==> src/rtl/fetch_stage.sv <==
// Instruction-fetch stage: architectural PC, single-outstanding imem
// request/ready/rvalid handshake, stall skid buffer and IF/ID register.
// Optional feature macro: FETCH_ADEL_CHECK_EN (fetch address-error check).
module fetch_stage #(
  parameter logic [31:0] RESET_PC = 32'h0000_3000
) (
  input  logic        clk,
  input  logic        reset_n,
  input  logic [31:0] next_pc,
  input  logic        stall,
  input  logic        flush,
  output logic        imem_req,
  output logic [31:0] imem_addr,
  input  logic        imem_ready,
  input  logic        imem_rvalid,
  input  logic [31:0] imem_rdata,
  output logic [31:0] if_pc4,
  output logic        fetch_busy,
  output logic        id_valid,
  output logic [31:0] id_pc,
  output logic [31:0] id_instr,
  output logic        id_exc_adel
);

  typedef enum logic [1:0] {S_IDLE, S_REQ, S_WAIT, S_HOLD} state_e;

  state_e      state_q, state_d;
  logic [31:0] pc_q, pc_d;
  logic [31:0] buf_instr_q;
  logic        req_q;
  logic        id_valid_q;
  logic [31:0] id_pc_q;
  logic [31:0] id_instr_q;
  logic        id_exc_adel_q;

  logic        adv;
  logic [31:0] adv_instr;
  logic        adv_adel;
  logic        pc_err;

  // Address-error predicate; constant 0 when the check is compiled out.
  function automatic logic addr_err(input logic [31:0] a);
`ifdef FETCH_ADEL_CHECK_EN
    return (a[1:0] != 2'b00) || (a < 32'h0000_3000) || (a > 32'h0000_6FFF);
`else
    return (a != a);
`endif
  endfunction

  assign pc_err = addr_err(pc_q);

  // Advance decode: which state completes the fetch of pc this cycle, and with what word.
  always_comb begin
    adv       = 1'b0;
    adv_instr = '0;
    adv_adel  = 1'b0;
    case (state_q)
      S_REQ: begin
        if (pc_err && !stall) begin
          adv      = 1'b1;
          adv_adel = 1'b1;
        end
      end
      S_WAIT: begin
        if (imem_rvalid && !stall) begin
          adv       = 1'b1;
          adv_instr = imem_rdata;
        end
      end
      S_HOLD: begin
        if (!stall) begin
          adv       = 1'b1;
          adv_instr = buf_instr_q;
        end
      end
      default: ;
    endcase
  end

  // Next state and next PC; flush deliberately plays no part here.
  always_comb begin
    state_d = state_q;
    pc_d    = pc_q;
    case (state_q)
      S_IDLE: state_d = S_REQ;
      S_REQ: begin
        if (pc_err) begin
          if (adv) pc_d = next_pc;
        end else if (imem_ready) begin
          state_d = S_WAIT;
        end
      end
      S_WAIT: begin
        if (imem_rvalid) state_d = stall ? S_HOLD : S_REQ;
        if (adv)         pc_d    = next_pc;
      end
      S_HOLD: begin
        if (adv) begin
          state_d = S_REQ;
          pc_d    = next_pc;
        end
      end
      default: state_d = S_IDLE;
    endcase
  end

  // FSM, PC, skid buffer and IF/ID registers; imem_req is precomputed from next state/PC.
  always_ff @(posedge clk or negedge reset_n) begin
    if (!reset_n) begin
      state_q       <= S_IDLE;
      pc_q          <= RESET_PC;
      buf_instr_q   <= '0;
      req_q         <= 1'b0;
      id_valid_q    <= 1'b0;
      id_pc_q       <= '0;
      id_instr_q    <= '0;
      id_exc_adel_q <= 1'b0;
    end else begin
      state_q <= state_d;
      pc_q    <= pc_d;
      req_q   <= (state_d == S_REQ) && !addr_err(pc_d);
      if (state_q == S_WAIT && imem_rvalid && stall) begin
        buf_instr_q <= imem_rdata;
      end
      if (flush) begin
        id_valid_q    <= 1'b0;
        id_pc_q       <= '0;
        id_instr_q    <= '0;
        id_exc_adel_q <= 1'b0;
      end else if (adv) begin
        id_valid_q    <= 1'b1;
        id_pc_q       <= pc_q;
        id_instr_q    <= adv_instr;
        id_exc_adel_q <= adv_adel;
      end
    end
  end

  assign imem_req    = req_q;
  assign imem_addr   = pc_q;
  assign if_pc4      = pc_q + 32'd4;
  assign fetch_busy  = !adv;
  assign id_valid    = id_valid_q;
  assign id_pc       = id_pc_q;
  assign id_instr    = id_instr_q;
  assign id_exc_adel = id_exc_adel_q;

endmodule

==> config.mk <==
export PLATFORM = sky130hd
export DESIGN_NAME = fetch_stage
export DESIGN_NICKNAME = d
export VERILOG_FILES = /design/src/rtl/fetch_stage.sv
export SDC_FILE = /design/constraint.sdc
export NUM_CORES = 1
export LEC_CHECK = 0
export CELL_PAD_IN_SITES_DETAIL_PLACEMENT = 0
export CELL_PAD_IN_SITES_GLOBAL_PLACEMENT = 1
export CORE_ASPECT_RATIO = 1.2
export CORE_MARGIN = 2
export CORE_UTILIZATION = 30
export DETAILED_ROUTE_END_ITERATION = 8
export PLACE_DENSITY = 0.81
export SLEW_MARGIN = 10
export SYNTH_ARGS = -nofsm -noshare
export SYNTH_HDL_FRONTEND = slang
export SYNTH_SLANG_ARGS = --single-unit
==> constraint.sdc <==
create_clock -name clk -period 2.05 [get_ports clk]
set_input_delay 0.41 -clock clk [delete_from_list [all_inputs] [get_ports clk]]
set_output_delay 0.41 -clock clk [all_outputs]
set_load 0.1 [all_outputs]
Word-level counts from Yosys, hierarchy flattened. Cells that the tools add are included. W data, S select, Z words.

Output and inout port bits: 132. Register bits after elaboration: 133. Input port bits: 70. Word-level logic and storage cells: 41.

Reductions and logical operators: 9. Mux-type cells: 19. Add/subtract/negate cells: 1. Equality and inequality tests: 4.

Operators with widths (number): $mux W32 (6); $pmux W32 S2 (1); $add A32 B3 Y32 const B (1); $mux W2 (4); $pmux W2 S4 (1); $mux W1 (6); $eq A2 B1 Y1 const B (2); $eq A2 B2 Y1 const B (2); $logic_and A1 B1 Y1 (3); $logic_not A1 Y1 (2); $logic_not A2 Y1 (1); $pmux W1 S2 (1); $reduce_and A2 Y1 (1); $reduce_bool A2 Y1 (1); $reduce_or A2 Y1 (1).

Longest topological paths before layout. Gate-level depths: netlist (run 1).

Word-level depth: 7. Depth in mapped cells: 7. Mapped depth without buffers: 5.

Least setup slack after synthesis (run 1). OpenSTA, ideal clock, no wires.

Path kind: register -> output. From: register pc_q[10], in the netlist imem_addr[10]. To: output port if_pc4[29]. Stages on the path, launching flop included: 6. Data required time: 1.640 ns. Buffers on the path: 1. Path slack: -1.943 ns. Arrival: 3.583 ns. Cells stage by stage: dfrtp_1 buf_2 nand3_2 nor4_4 nand4_1 xnor2_1.

Cells in the longest elaborated chain, start to end: 1.

Ends and longest elaborated chain: start, declared (line 28) `logic [31:0] pc_q, pc_d;`; start signal, assigned (line 120) `pc_q <= pc_d;`; $add A32 B3 Y32 (line 141) `assign if_pc4 = pc_q + 32'd4;`; end, declared (line 17) `output logic [31:0] if_pc4,`.

No other way between the ends.

Final worst setup path (run 1).
From: register pc_q[13], in the netlist imem_addr[13]. To: output port if_pc4[31].

Same word-level chain as after synthesis.

==> results by group, run 1 <==
Run status
  • Failing checks: setup timing
  • Outcome: finished with violations

Timing
  • FMAX: roughly 370 MHz
  • Minimum clock period: roughly 2.7 ns
  • Clock skew: 0.005594 ns
  • Fin crit share: 1.306
  • Final Hold Slack: between 0.4 and 0.5 ns
  • Fin worst setup slack: -0.6267 ns
  • Hold Vio Cnt, Final: 0
  • Slew Viols, Final: 0
  • RSZ-0062 raised after global routing: yes
  • Final setup vio count: 29

Synth
  • Register area share after synthesis: 0.5790
  • Avg Inst Size Synth: 10.18 um2
  • Synth Register Bits: ~130
  • Mapped Area: 5709 um2
  • YS warnings: 0
  • Mapped Cells: 561
  • Yosys cell types: 32
  • Syn Nets: between 600 and 700

Place
  • Cell area after placement: between 9000 and 10000 um2
  • Pre-CTS setup slack: -0.2159 ns
  • Placer Congestion: 0.7910
  • Dpl hpwl: approximately 13000 um
  • IO buf count: 200

Critical path
  • Crit end category: output pin
  • WS Path Type: reg2out
  • Slowest CP cell: dfstp_4
  • Critical path, cell by cell: nand2_4, nor4_4, buf_6, nand4_1, xnor2_4, buf_12
  • CP delay by family, top: flip-flops
  • Crit-path max cell delay: approximately 0.63 ns
  • WP buf/inv: 2
  • Critical Path RT: ~1.6 ns
  • Crit path launch type: flop
  • Critical path peak fanout: 5
  • WP data arrival: ~2.3 ns

Global routing
  • Largest net degree at the start of global routing: 66
  • Total track usage: 0.1904
  • Vias in the first global route: 5518
  • First-pass GRT wire length: approximately 30000 um
  • Grt total ovfl: 0
  • Number of antenna violations at the first check in global routing: 1

Final layout
  • Most frequent cells in the layout: 165 x nand2_1, 141 x buf_4, 106 x dfrtp_1
  • Final Util: 0.5738
  • Commonest non-fill, non-tap cell in the layout: nand2_1
  • Layout cell share with drive strength beyond 1: 0.4529
  • Area growth syn-to-layout: 88.80%
  • Net count reported at finish: approximately 920
  • Post-route cell area: ~11000 um2

Flow run
  • Max-Cap Viols: 0

Hold path
  • Worst hold path type: reg2reg

Detailed routing
  • ANT nets after route: 0
  • Via count: 5363
  • Avg Vias per Cell: around 4.8
  • Drt drc: 0
  • WL final: 18980 um
  • Routed len/inst: about 17 um
  • Drt initial violations: between 300 and 400
  • Drt first pass iters: 6

Clock network
  • H-Tree Level Count: 4
  • Clock transition at path regs: about 0.06 ns
  • Root Driver: clkbuf_16
  • Worst skew pair latency: ~0.41 ns
  • CTS max path bufs: 2
  • Num CTS Buffers: 17
  • CTS sink cnt: 132
  • CTS tree: built

Die
  • Core Area: about 19000 um2
  • Starting density of the core: 0.3039
  • Die W: around 130 um
  • Std cell rows: between 50 and 60
  • Die H: 155.1 um
  • Area of the die: 20150 um2
  • Ports: around 200
## tightest hold or removal path, cell delays in order (launching register included)
cell,delay [ns]
dfrtp_1,0.34
nor2_1,0.05
nor2_1,0.07
## through the flow
stage	std cells	TNS, ns
2_1_floorplan	561	-15.15
3_3_place_gp	1054	-2.015
3_5_place_dp	1054	-3.204
4_1_cts	1108	-12.80
5_1_grt	1116	-14.63
6_report	1116	-12.32
## flip-flops by register name, indices dropped and copies added (netlist names)
| register | flops |
|---|---|
| buf_instr_q | 32 |
| id_pc | 32 |
| state_q | 2 |
| imem_addr | 32 |
| id_valid | 1 |
| id_instr | 32 |
| imem_req | 1 |
## metal layers
metal  GRT usage  up-vias  share of wire
met5           0        -              0
met4     0.06042        0          0.020
met3     0.04986       27          0.059
met2      0.3303      185           0.53
met1      0.2294     2654           0.40
li1            -     2497              -
## repair_timing
item / in CTS / in global routing
endpoints found under the setup margin: 28 / 30
setup buffers: 24 / 14
resized for setup: 58 / 25
hold buffers: 1 / 0
hold endpoints to repair: 39 / 0
pin swaps: 39 / 25
## cell families (layout without fill, tap and decap cells)
group           count (synthesis)  after routing  synth area share
mux                            32             32           0.06312
other cells                     1              2         0.0006568
buf+inv                        44            342           0.03419
simple gates                  257            257            0.1920
flops                         132            132            0.5790
xor+xnor                       28             28           0.04295
compound gates                 66             66           0.08591
fa+ha+maj                       1              1          0.002191
## cells in the mapped netlist
master	n	area (um2)
nor4_4	1	21.27
and2_1	2	12.51
dfstp_2	2	52.55
xor2_1	6	52.55
mux2_2	32	360.4
nand4_1	10	62.56
ha_1	1	12.51
nand4b_1	1	8.760
xnor2_1	22	192.7
buf_2	15	75.07
inv_2	1	3.750
clkbuf_1	20	75.07
nor3b_2	1	12.51
nor2_1	45	168.9
nor3_1	3	15.01
and4bb_2	1	12.51
buf_1	2	7.510
and3b_1	1	8.760
nand2_1	171	641.9
nor3_4	1	16.27
nand3_2	1	10.01
inv_1	3	11.26
a222oi_1	32	320.3
nand3_1	16	80.08
nor4_1	1	6.260
o21ai_0	1	5.000
conb_1	1	3.750
buf_4	3	22.52
dfrtp_1	130	3253
a21oi_1	33	165.2
nor4_2	1	12.51
or2_2	1	6.260
## layout make-up
class	count	area, um2
fill	1535	8008
timing repair buffer	306	3390
sequential	132	3378
multi-input combinational	385	3028
clock buffer	23	467.9
tap	256	320.3
clock inverter	9	175.2
inverter	4	17.52
antenna	1	2.502
## worst paths after layout
kind	from	end	slack [ns]	cells past startpoint
worst min register to register	id_valid	id_valid	0.49	2
min in group asynchronous	reset_n	id_pc[16]	0.50	2
worst min-delay path	id_valid	id_valid	0.49	2
max in group asynchronous	reset_n	imem_addr[13]	0.89	3
worst max-delay path	imem_addr[13]	if_pc4[31]	-0.63	6
worst max register to register	state_q[0]	id_pc[27]	0.52	6
Power of run 1 is not shown: default switching activity piles up to over one toggle a cycle in this logic, so the estimate is an artifact.
==> run 2: changes to the inputs <==
--- a/config.mk
+++ b/config.mk
@@ -12,7 +12,8 @@
 export CORE_UTILIZATION = 30
 export DETAILED_ROUTE_END_ITERATION = 8
 export PLACE_DENSITY = 0.81
-export SLEW_MARGIN = 10
+export SLEW_MARGIN = 25
 export SYNTH_ARGS = -nofsm -noshare
 export SYNTH_HDL_FRONTEND = slang
 export SYNTH_SLANG_ARGS = --single-unit
+export TNS_END_PERCENT = 1
==> run 2 against run 1 <==
Effect of this change: the run still ends with setup timing left; via count shrank 3.0%; register-to-register slack worse by 0.04 ns; clock skew is 0.0017 ns higher; utilization down 3.7 points; final cell count decreased by 3.1%; largest cell class is now sequential cells; highest routed layer unchanged.
==> results by group, run 2 (synthesis results as in run 1) <==
Flow run
  • Max-Cap Viols: 0 (unchanged)

Final layout
  • Fillers: 1680 (+9.4%)
  • Antenna Cells: 0 (-1)
  • Register area: 3363 um2 (-0.44%)
  • Post-route insts no fill: 1081 (-3.1%)
  • Most frequent cells in the layout: 166 x nand2_1, 137 x buf_4, 106 x dfrtp_1
  • Commonest non-fill, non-tap cell in the layout: nand2_1
  • Area growth syn-to-layout: 76.64%
  • Multi-input gate area: 2785 um2 (-8.0%)
  • Layout cell share with drive strength beyond 1: 0.4218 (-0.03103)
  • Net count reported at finish: 883 (-3.7%)

Place
  • IO buf count: 200 (unchanged)
  • Dpl cells: 1046 (-0.76%)
  • Placer Congestion: 0.8168 (+3.3%)
  • Dpl hpwl: 13310 um (+4.0%)

Timing
  • RSZ-0062 raised after global routing: yes
  • Post-route setup TNS: -10.70 ns (+1.618 ns)
  • Final setup vio count: 29 (unchanged)
  • Clock skew: 0.007298 ns (+0.001704 ns)
  • Minimum clock period: 2.702 ns (+0.02520 ns)
  • Slew Viols, Final: 0 (unchanged)
  • Hold Vio Cnt, Final: 0 (unchanged)
  • Fin worst setup slack: -0.6519 ns (-0.02520 ns)
  • Fin crit share: 1.318 (+0.01229)
  • FMAX: 370.1 MHz (-0.93%)

Hold path
  • Min-Delay Endpoint: id_instr[9]
  • Hold Startpoint: flush
  • Worst hold path type: in2reg
  • Hold path depth: 2 (unchanged)

Die
  • Die W: 129.9 um (unchanged)
  • Die H: 155.1 um (unchanged)
  • Area of the die: 20150 um2 (unchanged)
  • Std cell rows: 55 (unchanged)
  • Core Area: 18790 um2 (unchanged)
  • Ports: 202 (unchanged)
  • Starting density of the core: 0.3039 (unchanged)

Global routing
  • Total track usage: 0.1886 (-0.001775)
  • Vias in the first global route: 5227 (-5.3%)
  • First-pass GRT wire length: 28900 um (-3.0%)
  • Number of antenna violations at the first check in global routing: 0 (-1)
  • Largest net degree at the start of global routing: 57 (-14%)
  • Grt total ovfl: 0 (unchanged)

Clock network
  • Clock transition at path regs: 0.06 ns (about the same)
  • Root Driver: clkbuf_16
  • CTS max path bufs: 2 (unchanged)
  • CTS tree: built
  • Worst skew pair latency: 0.42 ns (about the same)
  • Num CTS Buffers: 17 (unchanged)
  • CTS sink cnt: 132 (unchanged)
  • H-Tree Level Count: 4 (unchanged)

Critical path
  • Cell depth of the worst flop-to-flop path: 7 (+1)
  • WS Path Type: reg2out
  • Crit-path max cell delay: 0.40 ns (-0.23 ns)
  • Flop-to-flop setup slack: 0.48 ns (-0.04 ns)
  • Crit end category: output pin
  • Critical Path RT: 1.64 ns (about the same)
  • Cell repeated most along the worst path: nand4_1
  • Critical path peak fanout: 3 (-2)
  • Critical path, cell by cell: nand4_1, nor4_4, buf_4, nand4_1, xnor2_4, buf_12
  • Slowest CP cell: dfrtp_4
  • Crit path launch type: flop
  • Reg-to-reg endpoint: id_pc[0]
  • WP data arrival: 2.29 ns (+0.02 ns)
  • Reg2reg start: state_q[0]

Detailed routing
  • WL met2: 9646 um (-3.3%)
  • Met3 Routed Length: 1161 um (+3.5%)
  • Via count: 5202 (-3.0%)
  • Drt first pass iters: 7 (+1)
  • M1 WL: 7216 um (-3.8%)
  • Drt initial violations: 400 (+27%)
  • Routed len/inst: 17.14 um (+0.80%)
  • DR top layer: met4
  • WL final: 18530 um (-2.4%)
  • Avg Vias per Cell: 4.812 (+0.14%)
  • Drt drc: 0 (unchanged)
  • ANT nets after route: 0 (unchanged)

Run status
  • Outcome: finished with violations
  • Failing checks: setup timing
run 2: worst max-delay path, delay by kind of cell (launching register included):
family | cells | cell delay [ns]
flops | 1 | 0.40
buf+inv | 2 | 0.38
xor+xnor | 1 | 0.27
simple gates | 3 | 0.82
run 2: how the worst max path moves through the flow:
stage / start / depth (start not counted) / endpoint / slack [ns]
2_1_floorplan: imem_addr[4] / 5 / if_pc4[29] / -0.77
3_3_place_gp: imem_addr[12] / 5 / if_pc4[24] / -0.25
3_5_place_dp: imem_addr[12] / 5 / if_pc4[24] / -0.30
4_1_cts: imem_addr[7] / 6 / if_pc4[31] / -0.69
5_1_grt: imem_addr[7] / 6 / if_pc4[31] / -0.76
6_report: imem_addr[7] / 6 / if_pc4[31] / -0.65
run 2: what timing repair did:
| action | CTS | global route |
|---|---|---|
| pin swaps | 10 | 6 |
| gates cloned | 0 | 0 |
| gates resized for setup | 19 | 12 |
| hold endpoints to repair | 30 | 0 |
| buffers inserted | 1 | 1 |
| setup endpoints to repair | 29 | 29 |
| hold buffers | 1 | 0 |
run 2: layout make-up:
type                            count  share of cell area
Tap cell                          256             0.03176
Clock inverter                     13             0.01452
Inverter                            4            0.001613
Timing Repair Buffer              272              0.2975
Sequential cell                   132              0.3335
Clock buffer                       19             0.04491
Multi-Input combinational cell    385              0.2762
run 2: per-layer routing:
| metal | global-route usage | vias to the layer above |
|---|---|---|
| met3 | 0.05089 | 31 |
| met1 | 0.2283 | 2579 |
| li1 | - | 2426 |
| met5 | 0 | - |
| met2 | 0.3154 | 166 |
| met4 | 0.07937 | 0 |
run 2: stage by stage:
step / hold slack [ns] / instance area [um2] / util / setup slack, ns
CTS: 0.2850 / 10010 / 0.5326 / -0.6903
floorplan: 0.1144 / 6188 / - / -0.7662
finish: 0.3024 / 10080 / 0.5368 / -0.6519
global route: 0.2944 / 10080 / 0.5368 / -0.7624
global placement: 0.3413 / 9291 / 0.4946 / -0.2457
detailed placement: 0.3400 / 9291 / 0.4946 / -0.3025
Power of run 2 is left out for the same reason.
==> run 3: changes to the inputs <==
--- a/config.mk
+++ b/config.mk
@@ -8,10 +8,11 @@
 export CELL_PAD_IN_SITES_DETAIL_PLACEMENT = 0
 export CELL_PAD_IN_SITES_GLOBAL_PLACEMENT = 1
 export CORE_ASPECT_RATIO = 1.2
-export CORE_MARGIN = 2
+export CORE_MARGIN = 3
 export CORE_UTILIZATION = 30
 export DETAILED_ROUTE_END_ITERATION = 8
-export PLACE_DENSITY = 0.81
+export DONT_BUFFER_PORTS = 1
+export PLACE_DENSITY = 0.62
 export SLEW_MARGIN = 25
 export SYNTH_ARGS = -nofsm -noshare
 export SYNTH_HDL_FRONTEND = slang
==> constraint.sdc (replaced) <==
create_clock -name clk -period 2.05 [get_ports clk]
set_input_delay 0.3075 -clock clk [delete_from_list [all_inputs] [get_ports clk]]
set_output_delay 0.3075 -clock clk [all_outputs]
set_load 0.1 [all_outputs]
==> run 3 against run 2 <==
Effect of this change: the run ends with hold timing, setup timing left; via count is 9.4% lower; non-clock buffer count is 126 lower; global-route usage is 1.8 points lower; register-to-register slack worse by 0.20 ns; critical endpoint is now if_pc4[29]; largest cell class unchanged.
==> results by group, run 3 (synthesis results as in run 1) <==
Critical path
  • Slowest CP cell: dfstp_4
  • Crit end category: output pin
  • Crit-path max cell delay: 0.63 ns (+0.23 ns)
  • WP buf/inv: 2 (unchanged)
  • Critical path, cell by cell: nand2_4, nor4_4, buf_6, nand4_1, xnor2_4, buf_12
  • WS Path Type: reg2out
  • Critical path peak fanout: 6 (+3)
  • Cell depth of the worst flop-to-flop path: 4 (-3)
  • WP data arrival: 2.22 ns (-0.07 ns)
  • Crit path launch type: flop
  • Crit. path cell count: 6 (unchanged)
  • Critical Path RT: 1.74 ns (+0.10 ns)
  • CP delay by family, top: flip-flops

Place
  • Dpl hpwl: 11890 um (-11%)
  • IO buf count: 0 (-100%)
  • Pre-CTS setup slack: -0.1332 ns (+0.1694 ns)
  • Dpl cells: 901 (-14%)
  • Placer Congestion: 0.7721 (-5.5%)

Timing
  • FMAX: 395.4 MHz (+6.8%)
  • Final setup vio count: 26 (-10%)
  • Slew headroom: 0.3682
  • Final Hold Slack: -0.4085 ns (-0.7109 ns)
  • Clock skew: 0.01585 ns (+0.008550 ns)
  • Hold Vio Cnt, Final: 132 (+132)
  • Fin worst setup slack: -0.4790 ns (+0.1729 ns)
  • Minimum clock period: 2.529 ns (-0.1729 ns)
  • Fin crit share: 1.234 (-0.08432)
  • Worst slew pin tran: roughly 0.95 ns
  • Slew Viols, Final: 0 (unchanged)
  • RSZ-0062 raised after global routing: yes

Detailed routing
  • Via count: 4712 (-9.4%)
  • DR top layer: met4
  • Avg Vias per Cell: 4.960 (+3.1%)
  • WL met2: 8409 um (-13%)
  • Met3 Routed Length: 1664 um (+43%)
  • Drt initial violations: 372 (-7.0%)
  • ANT nets after route: 0 (unchanged)
  • Drt first pass iters: 5 (-2)
  • Drt drc: 0 (unchanged)
  • Routed len/inst: 18.16 um (+5.9%)
  • WL final: 17260 um (-6.9%)
  • M1 WL: 6876 um (-4.7%)

Final layout
  • Antenna Cells: 0 (unchanged)
  • Area growth syn-to-layout: 49.66%
  • Most frequent cells in the layout: 167 x nand2_1, 104 x dfrtp_1, 95 x buf_4
  • Final Util: 0.4632 (-0.07356)
  • Commonest non-fill, non-tap cell in the layout: nand2_1
  • Net count reported at finish: 757 (-14%)
  • Post-route insts no fill: 950 (-12%)
  • Layout cell share with drive strength beyond 1: 0.3854 (-0.03643)

Hold path
  • Worst hold path type: in2async

Clock network
  • CTS tree: built
  • CTS max path bufs: 2 (unchanged)
  • Worst skew pair latency: 0.41 ns (about the same)
  • H-Tree Level Count: 4 (unchanged)
  • Num CTS Buffers: 17 (unchanged)
  • Root Driver: clkbuf_16
  • Post-CTS setup buffer count: 0 (-1)
  • Clock transition at path regs: 0.06 ns (about the same)
  • CTS sink cnt: 132 (unchanged)

Run status
  • Outcome: finished with violations
  • Failing checks: hold timing, setup timing

Die
  • Die H: 157.1 um (+1.3%)
  • Area of the die: 20730 um2 (+2.8%)
  • Ports: 202 (unchanged)
  • Core Area: 18450 um2 (-1.8%)
  • Starting density of the core: 0.3095 (+0.005628)
  • Die W: 131.9 um (+1.5%)
  • Std cell rows: 54 (-1.8%)

Global routing
  • First-pass GRT wire length: 27930 um (-3.3%)
  • Grt total ovfl: 0 (unchanged)
  • Vias in the first global route: 4923 (-5.8%)
  • Largest net degree at the start of global routing: 133 (+130%)
  • Number of antenna violations at the first check in global routing: 0 (unchanged)
  • Total track usage: 0.1702 (-0.01843)

Flow run
  • Max-Cap Viols: 0 (unchanged)
run 3: cell types whose count changed in the layout (fill, tap and decap cells not counted), sizes merged:
cell,delta
clkdlybuf4s50,-67
buf,-75
dlygate4sd3,+16
clkbuf,+3
inv,-4
run 3: final timing paths:
kind / startpoint / end / slack, ns
worst max register to register: state_q[0] / imem_addr[2] / 0.28
worst min-delay path: reset_n / id_pc[16] / -0.41
worst max-delay path: imem_addr[13] / if_pc4[29] / -0.48
worst min register to register: buf_instr_q[30] / buf_instr_q[30] / 0.51
min in group clk: next_pc[5] / imem_addr[5] / 0.01
max in group asynchronous: reset_n / imem_addr[1] / 2.20
run 3: per-stage QoR:
stage | TNS (ns) | instance area [um2] | hold slack (ns)
2_1_floorplan | -13.43 | 6188 | 0.01191
3_3_place_gp | -0.4423 | 7675 | 0.01566
3_5_place_dp | -0.5921 | 7675 | 0.01587
4_1_cts | -8.187 | 8486 | -0.4308
5_1_grt | -9.952 | 8544 | -0.4445
6_report | -7.161 | 8544 | -0.4085
run 3: repair_timing:
| action | CTS | global route |
|---|---|---|
| endpoints found under the hold margin | 211 | 135 |
| setup endpoints to repair | 28 | 28 |
| pin swaps | 10 | 5 |
| hold buffers | 15 | 3 |
| resized for setup | 16 | 7 |
run 3: layer usage:
metal  up-vias  GRT usage
met1      2318     0.2000
met3        18    0.07513
met5         -          0
met4         0    0.06053
li1       2175          -
met2       201     0.2790
run 3: layout make-up:
class	count	area, um2
Clock buffer	22	464.2
Clock inverter	9	105.1
Fill cell	1715	9901
Inverter	4	20.02
Multi-Input combinational cell	385	2720
Sequential cell	132	3366
Tap cell	252	315.3
Timing Repair Buffer	146	1554
Power of run 3 is left out for the same reason.
